[config.mk]
export PLATFORM = sky130hd
export DESIGN_NAME = wormhole_rr_allocator
export DESIGN_NICKNAME = d
export VERILOG_FILES = /design/src/rtl/router_defines_pkg.sv /design/src/rtl/rr_pick.sv /design/src/rtl/wormhole_rr_allocator.sv
export SDC_FILE = /design/constraint.sdc
export NUM_CORES = 1
export LEC_CHECK = 0
export CORE_MARGIN = 1.5
export CORE_UTILIZATION = 28
export CTS_CLUSTER_SIZE = 20
export DETAILED_ROUTE_END_ITERATION = 8
export PLACE_DENSITY = 0.52
export SLEW_MARGIN = 20
export SYNTH_ARGS = -nofsm -noshare
export SYNTH_HDL_FRONTEND = slang
export SYNTH_SLANG_ARGS = --single-unit
[constraint.sdc]
create_clock -name clk -period 5.7 [get_ports clk]
set_input_delay 0.855 -clock clk [delete_from_list [all_inputs] [get_ports clk]]
set_output_delay 0.855 -clock clk [all_outputs]
set_load 0.005 [all_outputs]
[src/rtl/router_defines_pkg.sv]
// Definitions shared by the router output-port allocators: flit type codes,
// port indices, allocator state encoding and a small pointer-wrap helper.
package router_defines;

    localparam int NPORT      = 5;
    localparam int FLIT_ID_W  = 3;
    localparam int PORT_IDX_W = 3;

    localparam logic [FLIT_ID_W-1:0] FLIT_HEADER = 3'b001;
    localparam logic [FLIT_ID_W-1:0] FLIT_BODY   = 3'b010;
    localparam logic [FLIT_ID_W-1:0] FLIT_TAIL   = 3'b100;

    localparam logic [PORT_IDX_W-1:0] PORT_L = 3'd0;
    localparam logic [PORT_IDX_W-1:0] PORT_N = 3'd1;
    localparam logic [PORT_IDX_W-1:0] PORT_E = 3'd2;
    localparam logic [PORT_IDX_W-1:0] PORT_W = 3'd3;
    localparam logic [PORT_IDX_W-1:0] PORT_S = 3'd4;

    typedef enum logic {
        ST_IDLE = 1'b0,
        ST_LOCK = 1'b1
    } alloc_state_t;

    // Next round-robin start position after a win at p, wrapping at n.
    function automatic logic [PORT_IDX_W-1:0] wrap_inc(input logic [PORT_IDX_W-1:0] p,
                                                       input int n);
        return (int'(p) == n - 1) ? '0 : p + PORT_IDX_W'(1);
    endfunction

endpackage

[src/rtl/rr_pick.sv]
// Combinational round-robin picker: first set candidate at or after ptr,
// wrapping modulo NPORT.
module rr_pick
    import router_defines::*;
#(
    parameter int NPORT = 5
) (
    input  logic [NPORT-1:0]      cand,
    input  logic [PORT_IDX_W-1:0] ptr,
    output logic [NPORT-1:0]      onehot,
    output logic [PORT_IDX_W-1:0] idx,
    output logic                  any
);

    int pos;

    always_comb begin
        onehot = '0;
        idx    = '0;
        any    = 1'b0;
        pos    = 0;
        for (int k = 0; k < NPORT; k++) begin
            pos = (int'(ptr) + k) % NPORT;
            if (!any && cand[pos]) begin
                any         = 1'b1;
                idx         = PORT_IDX_W'(pos);
                onehot[pos] = 1'b1;
            end
        end
    end

endmodule

[src/rtl/wormhole_rr_allocator.sv]
// Wormhole output-port allocator: round-robin on header flits, then locks the
// winner until its length count expires or a tail flit passes.
module wormhole_rr_allocator
    import router_defines::*;
#(
    parameter int NPORT     = 5,
    parameter int LEN_W     = 12,
    parameter int FLIT_ID_W = 3
) (
    input  logic                   clk,
    input  logic                   rst,
    input  logic [NPORT-1:0]       req,
    input  logic [NPORT*FLIT_ID_W-1:0] flit_id,
    input  logic [NPORT*LEN_W-1:0] length,
    input  logic                   dcts,
    output logic [NPORT-1:0]       grant,
    output logic [NPORT-1:0]       owner,
    output logic                   busy,
    output logic [LEN_W-1:0]       remaining
);

    alloc_state_t          state, state_next;
    logic [NPORT-1:0]      owner_next;
    logic [PORT_IDX_W-1:0] ptr, ptr_next;
    logic [LEN_W-1:0]      remaining_next;

    logic [NPORT-1:0]      cand;
    logic [NPORT-1:0]      pick_onehot;
    logic [PORT_IDX_W-1:0] pick_idx;
    logic                  pick_any;
    logic [LEN_W-1:0]      pick_len;
    logic                  owner_req;
    logic                  owner_tail;
    logic                  xfer;

    always_comb begin
        cand = '0;
        for (int i = 0; i < NPORT; i++) begin
            cand[i] = req[i] && (flit_id[i*FLIT_ID_W +: FLIT_ID_W] == FLIT_HEADER);
        end
    end

    rr_pick #(
        .NPORT(NPORT)
    ) u_pick (
        .cand  (cand),
        .ptr   (ptr),
        .onehot(pick_onehot),
        .idx   (pick_idx),
        .any   (pick_any)
    );

    // Kept apart from the candidate build so the picker path is not a false loop.
    always_comb begin
        pick_len   = '0;
        owner_tail = 1'b0;
        for (int i = 0; i < NPORT; i++) begin
            if (pick_onehot[i]) begin
                pick_len = length[i*LEN_W +: LEN_W];
            end
            if (owner[i] && (flit_id[i*FLIT_ID_W +: FLIT_ID_W] == FLIT_TAIL)) begin
                owner_tail = 1'b1;
            end
        end
    end

    assign owner_req = |(req & owner);
    assign xfer      = (state == ST_LOCK) && dcts && owner_req;
    assign busy      = (state == ST_LOCK);

    always_comb begin
        state_next     = state;
        owner_next     = owner;
        ptr_next       = ptr;
        remaining_next = remaining;
        grant          = '0;
        case (state)
            ST_IDLE: begin
                if (pick_any) begin
                    state_next     = ST_LOCK;
                    owner_next     = pick_onehot;
                    remaining_next = pick_len;
                    ptr_next       = wrap_inc(pick_idx, NPORT);
                end
            end
            ST_LOCK: begin
                if (xfer) begin
                    grant = owner;
                    // A tail ends the packet even if the count says more flits follow.
                    if ((remaining == '0) || owner_tail) begin
                        state_next     = ST_IDLE;
                        owner_next     = '0;
                        remaining_next = '0;
                    end else begin
                        remaining_next = remaining - LEN_W'(1);
                    end
                end
            end
            default: begin
                state_next = ST_IDLE;
            end
        endcase
    end

    always_ff @(posedge clk or posedge rst) begin
        if (rst) begin
            state     <= ST_IDLE;
            owner     <= '0;
            ptr       <= '0;
            remaining <= '0;
        end else begin
            state     <= state_next;
            owner     <= owner_next;
            ptr       <= ptr_next;
            remaining <= remaining_next;
        end
    end

endmodule

==> run summary <==
Remaining DRCs - 0
Static Leak - 2.10 nW
Pwr Density - 740 mW/mm^2
Total congestion overflow - 0
Max Slew Vio Count - 0
Share of layout cells above drive strength 1 - 8.96%
Via count - 4584
Clock Pin Slew Worst Setup and Hold Paths - 0.06 ns
Worst VDD drop - 276 uV
Row count - 44
Min-delay src - remaining[7]
Vias per cell - 5.67
Yosys reg bits - 21
Postcts setup bufs - 0
Largest net degree at the start of global routing - 48
Layout overhead on the synthesized area - 32.2%
Final hold violation count - 0
WP data arrival - 5.38 ns
Asr flop ratio synth - 100%
Count of buffers from port buffering - 105
# hold bufs at CTS - 0
CTS tree - built
Cell taking the most area after synthesis - dfrtp_1
DR iter-0 viols - 354
Die area - 0.0154 mm^2
Max transition margin - 41.6%
Total power - 0.00402 W
Wire length per cell - 18.5 um
Vias in the first global route - 4572
Placed cell area - 0.00535 mm^2
Crit end category - flip-flop
Period Utilization, post-route - 91.9%
Area contributors post-synth - dfrtp_1, ha_1, a21oi_1, nand2_1, o21ai_0
DR pass1 iterations - 5
Synth warnings - 0
Unrepaired setup endpoints after global routing - no
Fin area - 0.00543 mm^2
Crit path kind - reg -> reg
Top_reg_cell synth - dfrtp_1
Synth unique cells - 94
Top-level I/O count - 106
Crit path time final - 5.24 ns
Clk root buf - clkbuf_16
TritonCTS buffer count - 3
Yosys top cell area share - 12.8%
FF-to-FF path depth - 18
Clock Path Buffers - 2
Ant. Diodes - 0
Final Setup Violations - 0
Dpl hpwl - 12100 um
Syn Inst Count - 526
Global-route wire length before repair - 23500 um
Setup tns final - 0 ns
Final nets - 742
Worst hold path cell count - 2
Max Freq - 191 MHz
Mapped Nets - 642
Max Cap Viol - 0
Clock Sinks - 21
Total Routing Usage GR - 19.3%
Sequential fraction of the synthesis area - 12.8%
Die X - 124 um
Startpoint types - flip-flop
EDFF count, synth - 0
Initial antenna violation count - 0
Crit path from - ptr[0]
Fin Clk Skew - 0.00442 ns
Worst-path maximum fanout - 47
Htree depth - 1
Initial Util - 28.5%
Synth Cell Area - 0.00411 mm^2
Mean area per synthesized cell - 7.81 um^2
R2r startpoint - ptr[0]
Worst-Skew Late Latency - 0.26 ns
Core area - 0.0144 mm^2
Worst slew pin tran - 0.875 ns
Drt total wl - 14900 um
Die height - 124 um
Hold Path Class - reg -> reg
Antenna Nets Post-Route - 0
Util after Layout - 37.7%
GPL Wtd Cong - 0.913
Critical path data required time - 5.84 ns
Status - finished clean
## what timing repair did
item | 4_1_cts | 5_1_grt
hold endpoints to repair | 0 | 0
endpoints found under the setup margin | 0 | 2
gates resized for setup | 0 | 1
## logic make-up (layout without fill, tap and decap cells)
kind of cell             count (synthesis)  count (layout)  synth area share [%]
buffers and inverters                   58             157                  7.18
multiplexers                            15              15                  4.08
adder cells (fa/ha/maj)                 33              33                  10.0
flip-flops                              21              21                  12.8
XOR/XNOR                                10              10                  2.59
AO/OA/AOI/OAI                          186             186                  35.3
AND/OR/NAND/NOR                        203             203                  28.0
## cell usage in the layout (no fill, tap or decap), drive strengths merged, types with 6 or more instances in the layout
master | synthesis | final
buf | 20 | 20
xnor2 | 8 | 8
o211ai | 14 | 14
clkdlybuf4s50 | 0 | 105
and2 | 7 | 7
ha | 33 | 33
nand3 | 15 | 15
mux2i | 10 | 10
nor3 | 25 | 25
a21oi | 35 | 35
a211oi | 6 | 6
nor2 | 32 | 32
a222oi | 9 | 9
nand2 | 45 | 45
a22o | 9 | 9
a21o | 7 | 7
a31oi | 7 | 7
a211o | 8 | 8
a22oi | 11 | 11
nor2b | 6 | 6
dfrtp | 21 | 21
inv | 27 | 27
nand4 | 7 | 7
nand2b | 16 | 16
nor4 | 10 | 10
o21ai | 34 | 34
## metrics by stage
step	std cells	worst slack (ns)	hold WS, ns
global route	809	0.0430	0.632
global placement	805	0.526	0.551
detailed placement	805	0.415	0.555
finish	809	0.459	0.589
CTS	809	0.395	0.580
floorplan	526	0.379	0.537
## synthesized netlist by cell type (all sizes together), types with 5 or more instances
library cell  instances
a22oi                11
o21ai                34
a222oi                9
nand4                 7
nand3                15
a22o                  9
nand2b               16
and2                  7
xnor2                 8
or2                   5
and3                  5
nor4                 10
a31oi                 7
nor2                 32
clkbuf               10
a211o                 8
a211oi                6
a21oi                35
dfrtp                21
inv                  27
buf                  20
nor4bb                5
ha                   33
nor2b                 6
nor3                 25
a21o                  7
o211ai               14
mux2i                10
nand2                45
## final timing paths
| path | end | slack, ns |
|---|---|---|
| max in group asynchronous | busy | 4.08 |
| max | remaining[10] | 0.46 |
| min in group asynchronous | remaining[10] | 1.08 |
| min | remaining[7] | 0.59 |
| max reg2reg | remaining[10] | 0.46 |
| min reg2reg | remaining[7] | 0.59 |
## state kept, by name (all words and copies together), names as in the netlist
| name | count |
|---|---|
| remaining | 12 |
| busy | 1 |
| ptr | 3 |
| owner | 5 |
## per-layer routing
metal	global-route usage (%)	share of wire [%]	vias up
met5	0	0	-
met4	4.83	1.8	0
met3	2.52	5.1	20
met2	34.5	50	138
met1	24.5	43	2193
li1	-	-	2233
## final cells by class
| class | count | area [um^2] |
|---|---|---|
| Tap cell | 184 | 230 |
| Inverter | 28 | 108 |
| Fill cell | 1498 | 8990 |
| Multi-Input combinational cell | 447 | 3290 |
| Timing Repair Buffer | 125 | 1200 |
| Sequential cell | 21 | 526 |
| Clock buffer | 4 | 78.8 |
## worst max-delay path, cell delays in order, from the launching register on
cell and delay, ns:
dfrtp_1 0.34, buf_4 0.43, ha_1 0.33, xor2_4 0.24, inv_4 0.10, ha_1 0.20, inv_1 0.05, ha_1 0.25
nand2b_1 0.19, o211ai_2 0.26, o2bb2ai_1 0.25, a21boi_2 0.12, o31ai_4 0.57, nor3_2 0.18, a211oi_1 0.33, nand3_1 0.50
a222oi_1 0.41, a21oi_1 0.12, or2_1 0.23
## power by group
| group | internal, W | switching (W) | total, W |
|---|---|---|---|
| clock | 0.0000954 | 0.0000572 | 0.000153 |
| sequential | 0.000205 | 0.0000856 | 0.000291 |
| combinational | 0.00140 | 0.00217 | 0.00358 |
(Power assumes the default switching activity.)
